==> src/rtl/button_controller_pkg.sv <==
// Shared constants and types for the tea-timer button front-end.
//   NUM_BUTTONS / BTN_* : channel indices into button_n
//   DEF_*               : product default debounce / auto-repeat settings
//   lock_state_t        : lockout FSM state encoding
//   lowest_set()        : priority pick, lowest index wins
package teatimer_pkg;

  localparam int unsigned NUM_BUTTONS   = 4;
  localparam int unsigned BTN_RESET     = 0;
  localparam int unsigned BTN_STARTSTOP = 1;
  localparam int unsigned BTN_INCMIN    = 2;
  localparam int unsigned BTN_INCSEC    = 3;

  localparam int unsigned DEF_DEBOUNCE_COUNT = 20;
  localparam int unsigned DEF_REPEAT_DELAY   = 500;
  localparam int unsigned DEF_REPEAT_PERIOD  = 100;
  localparam logic [NUM_BUTTONS-1:0] DEF_REPEAT_MASK = 4'b1100;

  typedef logic [1:0] btn_idx_t;

  typedef enum logic {
    ST_IDLE,
    ST_OWNED
  } lock_state_t;

  // Index of the lowest set bit; '0 when none set (callers gate on |v).
  function automatic btn_idx_t lowest_set(input logic [NUM_BUTTONS-1:0] v);
    lowest_set = '0;
    for (int unsigned i = NUM_BUTTONS; i > 0; i--) begin
      if (v[i-1]) lowest_set = btn_idx_t'(i - 1);
    end
  endfunction

endpackage

==> src/rtl/button_controller_if.sv <==
// Button pins in, timer control strobes out.
//   button_n       : raw active-low buttons [0]=reset [1]=startstop [2]=incmin [3]=incsec
//   ctrl_*         : one-cycle strobes toward the timer
//   any_held       : accepted button still debounced-pressed
// master = board/pin side, slave = button_controller.
interface button_controller_if;
  import teatimer_pkg::*;

  logic [NUM_BUTTONS-1:0] button_n;
  logic                   ctrl_reset;
  logic                   ctrl_startstop;
  logic                   ctrl_incmin;
  logic                   ctrl_incsec;
  logic                   any_held;

  modport master (
    output button_n,
    input  ctrl_reset, ctrl_startstop, ctrl_incmin, ctrl_incsec, any_held
  );

  modport slave (
    input  button_n,
    output ctrl_reset, ctrl_startstop, ctrl_incmin, ctrl_incsec, any_held
  );

endinterface

==> src/rtl/button_controller_debounce.sv <==
// Single-channel 2-flop synchroniser plus debounce counter.
//   clk, reset : system clock, asynchronous active-low reset
//   button_n   : raw asynchronous active-low button
//   stable     : debounced level (1 = released)
//   flip       : high in the cycle whose rising edge will toggle stable,
//                so the owner can register a strobe on that same edge
module button_debounce #(
  parameter int unsigned DEBOUNCE_COUNT = 20
) (
  input  logic clk,
  input  logic reset,
  input  logic button_n,
  output logic stable,
  output logic flip
);

  localparam int unsigned CW = $clog2(DEBOUNCE_COUNT + 1);

  logic          s1;
  logic          s2;
  logic [CW-1:0] cnt;

  assign flip = (s2 != stable) && (cnt == CW'(DEBOUNCE_COUNT - 1));

  always_ff @(posedge clk or negedge reset) begin
    if (!reset) begin
      s1     <= 1'b1;
      s2     <= 1'b1;
      stable <= 1'b1;
      cnt    <= '0;
    end else begin
      s1 <= button_n;
      s2 <= s1;
      if (s2 == stable) begin
        cnt <= '0;
      end else if (flip) begin
        stable <= s2;
        cnt    <= '0;
      end else begin
        cnt <= cnt + CW'(1);
      end
    end
  end

endmodule

==> src/rtl/button_controller.sv <==
// Tea-timer button front-end: debounce, one-at-a-time lockout, auto-repeat.
//   clk            : system clock (1 kHz in product)
//   reset          : asynchronous active-low reset
//   btn_if.slave   : button_n in; ctrl_reset/startstop/incmin/incsec strobes
//                    and any_held out
module button_controller
  import teatimer_pkg::*;
#(
  parameter int unsigned            debounce_count = DEF_DEBOUNCE_COUNT,
  parameter int unsigned            repeat_delay   = DEF_REPEAT_DELAY,
  parameter int unsigned            repeat_period  = DEF_REPEAT_PERIOD,
  parameter logic [NUM_BUTTONS-1:0] repeat_mask    = DEF_REPEAT_MASK
) (
  input logic                clk,
  input logic                reset,
  button_controller_if.slave btn_if
);

  localparam int unsigned REP_MAX = (repeat_delay > repeat_period) ? repeat_delay : repeat_period;
  localparam int unsigned RW      = $clog2(REP_MAX + 1);

  logic [NUM_BUTTONS-1:0] stable;
  logic [NUM_BUTTONS-1:0] flip;
  logic [NUM_BUTTONS-1:0] press_evt;
  logic [NUM_BUTTONS-1:0] release_evt;

  for (genvar i = 0; i < NUM_BUTTONS; i++) begin : g_btn
    button_debounce #(
      .DEBOUNCE_COUNT(debounce_count)
    ) u_debounce (
      .clk     (clk),
      .reset   (reset),
      .button_n(btn_if.button_n[i]),
      .stable  (stable[i]),
      .flip    (flip[i])
    );
  end

  // Edge-triggered acceptance: only a fresh press can take ownership, so a
  // channel locked out while another owned stays silent until it releases.
  assign press_evt   = flip & stable;
  assign release_evt = flip & ~stable;

  lock_state_t            state_q, state_d;
  btn_idx_t               owner_q, owner_d;
  logic [RW-1:0]          rep_cnt_q, rep_cnt_d;
  logic                   rep_phase_q, rep_phase_d;
  logic [NUM_BUTTONS-1:0] strobe_q, strobe_d;
  logic [RW-1:0]          rep_target;

  // First repeat waits repeat_delay; later ones repeat_period.
  assign rep_target = rep_phase_q ? RW'(repeat_period) : RW'(repeat_delay);

  always_ff @(posedge clk or negedge reset) begin
    if (!reset) begin
      state_q     <= ST_IDLE;
      owner_q     <= '0;
      rep_cnt_q   <= '0;
      rep_phase_q <= 1'b0;
      strobe_q    <= '0;
    end else begin
      state_q     <= state_d;
      owner_q     <= owner_d;
      rep_cnt_q   <= rep_cnt_d;
      rep_phase_q <= rep_phase_d;
      strobe_q    <= strobe_d;
    end
  end

  always_comb begin
    state_d     = state_q;
    owner_d     = owner_q;
    rep_cnt_d   = rep_cnt_q;
    rep_phase_d = rep_phase_q;
    strobe_d    = '0;
    case (state_q)
      ST_IDLE: begin
        if (|press_evt) begin
          owner_d           = lowest_set(press_evt);
          strobe_d[owner_d] = 1'b1;
          state_d           = ST_OWNED;
          rep_cnt_d         = '0;
          rep_phase_d       = 1'b0;
        end
      end
      ST_OWNED: begin
        // Release wins over a repeat falling on the same edge.
        if (release_evt[owner_q]) begin
          state_d     = ST_IDLE;
          rep_cnt_d   = '0;
          rep_phase_d = 1'b0;
        end else if (repeat_mask[owner_q]) begin
          if (rep_cnt_q == rep_target - RW'(1)) begin
            strobe_d[owner_q] = 1'b1;
            rep_cnt_d         = '0;
            rep_phase_d       = 1'b1;
          end else begin
            rep_cnt_d = rep_cnt_q + RW'(1);
          end
        end
      end
      default: state_d = ST_IDLE;
    endcase
  end

  assign btn_if.ctrl_reset     = strobe_q[BTN_RESET];
  assign btn_if.ctrl_startstop = strobe_q[BTN_STARTSTOP];
  assign btn_if.ctrl_incmin    = strobe_q[BTN_INCMIN];
  assign btn_if.ctrl_incsec    = strobe_q[BTN_INCSEC];
  assign btn_if.any_held       = (state_q == ST_OWNED);

endmodule
==> src/flat_wrapper.sv <==
// flat-port wrapper written by rule: the top's interface ports become plain ports
module button_controller_flat import teatimer_pkg::*;
#(
  parameter int unsigned            debounce_count = DEF_DEBOUNCE_COUNT,
  parameter int unsigned            repeat_delay   = DEF_REPEAT_DELAY,
  parameter int unsigned            repeat_period  = DEF_REPEAT_PERIOD,
  parameter logic [NUM_BUTTONS-1:0] repeat_mask    = DEF_REPEAT_MASK
)
  (clk, reset, btn_if_button_n, btn_if_ctrl_reset, btn_if_ctrl_startstop, btn_if_ctrl_incmin, btn_if_ctrl_incsec, btn_if_any_held);
  button_controller_if btn_if_i ();
  input logic clk;
  input logic reset;
  input wire logic [$bits(btn_if_i.button_n)-1:0] btn_if_button_n;
  output wire logic [$bits(btn_if_i.ctrl_reset)-1:0] btn_if_ctrl_reset;
  output wire logic [$bits(btn_if_i.ctrl_startstop)-1:0] btn_if_ctrl_startstop;
  output wire logic [$bits(btn_if_i.ctrl_incmin)-1:0] btn_if_ctrl_incmin;
  output wire logic [$bits(btn_if_i.ctrl_incsec)-1:0] btn_if_ctrl_incsec;
  output wire logic [$bits(btn_if_i.any_held)-1:0] btn_if_any_held;
  assign btn_if_i.button_n = btn_if_button_n;
  assign btn_if_ctrl_reset = btn_if_i.ctrl_reset;
  assign btn_if_ctrl_startstop = btn_if_i.ctrl_startstop;
  assign btn_if_ctrl_incmin = btn_if_i.ctrl_incmin;
  assign btn_if_ctrl_incsec = btn_if_i.ctrl_incsec;
  assign btn_if_any_held = btn_if_i.any_held;
  button_controller #(.debounce_count(debounce_count), .repeat_delay(repeat_delay), .repeat_period(repeat_period), .repeat_mask(repeat_mask)) u_core (.clk(clk), .reset(reset), .btn_if(btn_if_i));
endmodule
==> config.mk <==
export PLATFORM = sky130hd
export DESIGN_NAME = button_controller_flat
export DESIGN_NICKNAME = d
export VERILOG_FILES = /design/src/rtl/button_controller_pkg.sv /design/src/rtl/button_controller_if.sv /design/src/rtl/button_controller_debounce.sv /design/src/rtl/button_controller.sv /design/src/flat_wrapper.sv
export SDC_FILE = /design/constraint.sdc
export NUM_CORES = 1
export LEC_CHECK = 0
export ABC_AREA = 1
export CAP_MARGIN = 10
export CORE_MARGIN = 5
export CORE_UTILIZATION = 50
export CTS_CLUSTER_DIAMETER = 200
export DETAILED_ROUTE_END_ITERATION = 10
export MAX_ROUTING_LAYER = met4
export PLACE_DENSITY_LB_ADDON = 0.05
export SLEW_MARGIN = 20
export SYNTH_ARGS = -nofsm -noshare
export SYNTH_HDL_FRONTEND = slang
export SYNTH_SLANG_ARGS = --single-unit
==> constraint.sdc <==
create_clock -name clk -period 1.95 [get_ports clk]
set_input_delay 0.39 -clock clk [delete_from_list [all_inputs] [get_ports clk]]
set_output_delay 0.39 -clock clk [all_outputs]
set_load 0.05 [all_outputs]
After elaboration in Yosys (flattened, before gate mapping)
Index checks and enable logic that the tools add are counted.
{"block": "totals", "input_bits": 6, "out_inout_bits": 5, "ram_bits": 0, "mem_bits_ro": 0, "latch_bits": 0, "ff_bits": 49, "word_cells": 110, "memories": 0}
{"block": "op_classes", "reduce_logical": 14, "n_mux": 41, "bitwise_logic": 8, "add_sub_neg": 6, "shift": 0, "magnitude_cmp": 4, "div_mod_pow": 0, "n_eq_ne": 16, "multipliers": 0}
{"operator": "9-bit 2-to-1 mux", "n": 5}
{"operator": "5-bit 2-to-1 mux", "n": 8}
{"operator": "5-bit by 1-bit adder with 5-bit output (second input constant)", "n": 4}
{"operator": "5-bit == test (second input constant)", "n": 4}
{"operator": "9-bit one-hot mux with 2 select lines", "n": 1}
{"operator": "4-bit 2-to-1 mux", "n": 4}
{"operator": "2-bit 2-to-1 mux", "n": 6}
{"operator": "2-bit AND reduction", "n": 6}
{"operator": "1-bit 2-to-1 mux", "n": 10}
{"operator": "9-bit by 1-bit adder with 9-bit output (second input constant)", "n": 1}
{"operator": "9-bit == test", "n": 1}
{"operator": "9-bit by 1-bit subtractor with 9-bit output (second input constant)", "n": 1}
{"operator": "4-bit AND", "n": 2}
{"operator": "4-bit one-hot mux with 2 select lines", "n": 1}
{"operator": "1-bit logical AND", "n": 6}
{"operator": "2-bit by 3-bit < comparator with 1-bit output (second input constant)", "n": 2}
{"operator": "3-bit != test (second input constant)", "n": 2}
{"operator": "1-bit NOT", "n": 5}
{"operator": "1-bit binary-select mux with 2-bit select", "n": 2}
{"operator": "1-bit demux with 2-bit select", "n": 2}
{"operator": "1-bit == test", "n": 4}
{"operator": "2-bit by 1-bit greater-or-equal comparator with 1-bit output (second input constant)", "n": 2}
{"operator": "1-bit != test", "n": 4}
{"operator": "4-bit NOT", "n": 1}
{"operator": "other kinds (4)", "n": 5}

Longest topological paths before layout
{"block": "logic_depth", "word_depth": 15, "mapped_depth": 11}

Modules after synthesis
A second synthesis with hierarchy kept.
{"block": "unflattened", "hier_cells": 318, "area_unflattened_um2": 2620.0}
{"module": "button_debounce", "cells_each": 40, "seq_area_each_um2": 203.9, "area_per_inst_um2": 369.1, "instances": 4}
{"module": "button_controller", "cells_each": 158, "seq_area_each_um2": 425.4, "area_per_inst_um2": 1143.6, "instances": 1}

Worst setup path before layout
Ideal clock, no wire load.
{"block": "synth_path", "kind": "flip-flop to flip-flop", "startpoint": "reg u_core.state_q, in the netlist u_core.btn_if.any_held", "endpoint": "reg u_core.rep_cnt_q[7]", "t_arrival_ps": 1523, "slack_ps": 350, "period_less_slack_ps": 1600, "n_path_buf": 2, "required_time_ps": 1874, "path_stages_with_launch": 9, "path_cell_list": "dfrtp_1 -> buf_2 -> nand3_4 -> nor2_8 -> nand2_4 -> nand2_8 -> buf_12 -> nand2_1 -> o21ai_1"}
{"block": "synth_between", "elab_chain_cells": 3, "elab_cells_between_ends": 5, "cone_classes": "eq/ne (2); mux (1); bitwise (1); reduce/logical (1)"}
{"item": "start, declared", "line": "button_controller.sv:44", "rtl": "lock_state_t state_q, state_d;"}
{"item": "start signal, assigned", "line": "button_controller.sv:62", "rtl": "state_q <= state_d;"}
{"item": "1-bit NOT"}
{"item": "2-bit by 1-bit != test with 1-bit output (no source line)"}
{"item": "2-bit AND reduction (no source line)"}
{"item": "end signal, assigned", "line": "button_controller.sv:64", "rtl": "rep_cnt_q <= rep_cnt_d;"}
{"item": "end, declared", "line": "button_controller.sv:46", "rtl": "logic [RW-1:0] rep_cnt_q, rep_cnt_d;"}
Several ways; a longest one is shown, not always the timed one.
A chain may end at the register's enable or synchronous reset.

Final worst setup path
{"block": "layout_path", "startpoint": "reg u_core.strobe_q[3]", "endpoint": "out btn_if_ctrl_incsec"}
{"item": "start, declared", "line": "button_controller.sv:48", "rtl": "logic [NUM_BUTTONS-1:0] strobe_q, strobe_d;"}
{"item": "start signal, assigned", "line": "button_controller.sv:66", "rtl": "strobe_q <= strobe_d;"}
{"item": "end, declared", "line": "flat_wrapper.sv:17", "rtl": "output wire logic [$bits(btn_if_i.ctrl_incsec)-1:0] btn_if_ctrl_incsec;"}
No word-level cell between the ends.

==> impl_metrics.yaml <==
sta:
  min_period_over_period: 0.928
  period_minus_slack_ns: 1.81
  fin_ws_ns: 0.141
  worstMarginPinSlew_ns: 0.563
  finalSetupViolCount: 0
  final.setup.tns_ns: 0
  slew_headroom: 0.621
  finalClockSkew_ns: 0.00578
  rsz0062_at_grt: "no"
  finalHoldViolCount: 0
  fmax_ghz: 0.553
  slew_violations: 0
worst_setup_path:
  reg2regPathDepth: 10
  critPathBufInv: 1
  start_kind: "register"
  critPathArrivalTime_ns: 1.42
  crit_start: "u_core.strobe_q[3]"
  crit_chain: "clkdlybuf4s50_1"
  cpPeakStageDelay_ns: 0.79
  r2r_end: "u_core.rep_cnt_q[5]"
  critPathKind: "reg -> out"
  r2r_slack_ns: 0.26
  critical_path.top_delay_family: "buffers and inverters"
  worst-path-max-fanout: 1
  worstReg2RegStart: "u_core.g_btn[0].u_debounce.cnt[0]"
  worst-endpoint-required_ns: 1.56
  crit_end: "btn_if_ctrl_incsec"
  critPathCaptureType: "primary output"
  crit_cells: 1
  crit_slowest_cell: "clkdlybuf4s50_1"
synth:
  syn-num-nets: 300
  synth.area.top_cells: "dfrtp_1 37%, dfstp_2 13%, nand2_1 9.9%, nor2_1 5.8%, inv_1 4.0%"
  synth_common_cells: "66 x nand2_1, 39 x nor2_1, 37 x dfrtp_1, 27 x inv_1, 17 x nand3_1"
  yosys_warnings: 0
  synthCells: 289
  synth_top_area_cell: "dfrtp_1"
  syn-cell-area_um2: 2510
  yosysUniqueCellTypes: 34
  synth_edf_count: 0
  yosysSeqAreaShare: 0.494
  ys_ff_latch: 49
  async_flop_share: 1.00
  synth_top_area_frac: 0.369
  syn_area_per_cell_um2: 8.69
  synth_most_common_cell: "nand2_1"
  synth_flop_cell: "dfrtp_1"
cts:
  cts_buffer_depth: 2
  cts_resized: 0
  cts_buffers: 5
  htreeDepth: 2
  clkLatencyLatePin_ns: 0.30
  cts-root-buf: "clkbuf_8"
  cts_tree: "built"
  cts_hold_buf: 0
  post_cts_buffers: 0
  cts_sinks: 49
  clk_pin_slew_ns: 0.09
layout:
  final_layout_size_suffix_gt1_frac: 0.180
  fillers: 442
  diodes: 0
  area_growth_pct: 10.3
  nets: 316
floorplanning:
  core_um2: 4790
  dieHeight_um: 80.9
  die_area_um2: 6540
  start_util: 0.525
  rows: 25
  die_w_um: 80.9
  num_io_pins: 11
placed_design:
  gp_congestion: 0.804
  dp_hpwl_mm: 3.17
  portBuffers: 10
  dp_slack_ns: 0.258
min_path:
  hold_path.class: "in -> async"
drt:
  post_drt_wl_per_cell_um: 11.4
  drc: 0
  vias: 1815
  finalWirelength_mm: 4.24
  routed_via_density: 4.87
  drtPass1Iterations: 4
  ant_nets: 0
  drtIter0Drc: 52
grt:
  antenna_found_initial: 0
  track_usage: 0.156
  grt_pass1_vias: 1749
  grt_first_pass_wirelength_mm: 7.60
  grt_max_degree: 27
  grt_overflow: 0
run_status:
  status: "finished, final reports clean"
power:
  power_mw: 1.73
  ir_drop_mv: 0.377
  powerDensity_nw_per_um2: 624
  p_leak_nw: 1.17
run:
  cap_viol_max_count: 0
==> logic make-up after synthesis <==
group,count (synthesis),synth area share
AND/OR/NAND/NOR,159,0.307
flip-flops,49,0.494
buffers and inverters,35,0.0593
AO/OA/AOI/OAI,28,0.0688
XOR/XNOR,13,0.0453
adder cells (fa/ha/maj),5,0.0249
==> how the worst min path moves through the flow <==
stage	from	to	slack, ns	cells past startpoint
finish	reset	u_core.g_btn[0].u_debounce.cnt[2]	0.07	1
global route	reset	u_core.g_btn[0].u_debounce.cnt[2]	0.10	1
CTS	reset	u_core.g_btn[0].u_debounce.cnt[2]	0.07	1
detailed placement	u_core.g_btn[1].u_debounce.s1	u_core.g_btn[1].u_debounce.s2	0.35	0
global placement	u_core.g_btn[1].u_debounce.s1	u_core.g_btn[1].u_debounce.s2	0.35	0
floorplan	reset	u_core.btn_if.any_held	0.09	0
==> stage by stage <==
step | instances | util | hold slack, ns | instance area, µm²
3_3_place_gp | 365 | 0.561 | 0.346 | 2690
5_1_grt | 373 | 0.579 | 0.101 | 2770
6_report | 373 | 0.579 | 0.0684 | 2770
3_5_place_dp | 365 | 0.561 | 0.347 | 2690
4_1_cts | 373 | 0.579 | 0.0741 | 2770
2_1_floorplan | 289 | - | 0.0944 | 2510
==> placed cells by master, fill, tap and decap left out, types with 5 or more instances in the layout <==
| cell type | count |
|---|---|
| nand2_1 | 66 |
| nor2_1 | 39 |
| dfrtp_1 | 37 |
| inv_1 | 27 |
| nand3_1 | 17 |
| dfstp_2 | 12 |
| nand2_2 | 11 |
| nand4_1 | 10 |
| o21ai_0 | 10 |
| clkdlybuf4s50_1 | 8 |
| xor2_1 | 7 |
| xnor2_1 | 6 |
| ha_1 | 5 |
| clkbuf_8 | 5 |
==> layer usage <==
metal  up-vias  GRT usage  share of wire
met5         -          -              0
met4         0     0.0591          0.017
met2        15      0.253           0.47
met1       840      0.188           0.49
li1        955          -              -
met3         5     0.0366          0.028
==> power by group <==
part,switching [mW],internal [mW]
Sequential,0.0199,1.05
Clock,0.319,0.249
Combinational,0.0517,0.0377
==> sequential cells by signal, summed over array words and instances, names as in the netlist <==
signal,count
u_core.btn_if.any_held,1
u_core.g_btn.u_debounce.cnt,20
u_core.g_btn.u_debounce.s1,4
u_core.g_btn.u_debounce.s2,4
u_core.g_btn.u_debounce.stable,4
u_core.owner_q,2
u_core.rep_cnt_q,9
u_core.rep_phase_q,1
u_core.strobe_q,4
==> area by class of cell <==
| cell class | count | area [µm²] | share of cell area |
|---|---|---|---|
| inverters | 32 | 120 | 0.0434 |
| repair buffers | 12 | 120 | 0.0434 |
| well taps | 67 | 83.8 | 0.0303 |
| clock buffers | 6 | 72.6 | 0.0262 |
| flip-flops and latches | 49 | 1240 | 0.448 |
| clock inverters | 2 | 10.0 | 0.00361 |
| multi-input cells | 205 | 1120 | 0.405 |
No activity file was read; power rests on OpenSTA's default activity.
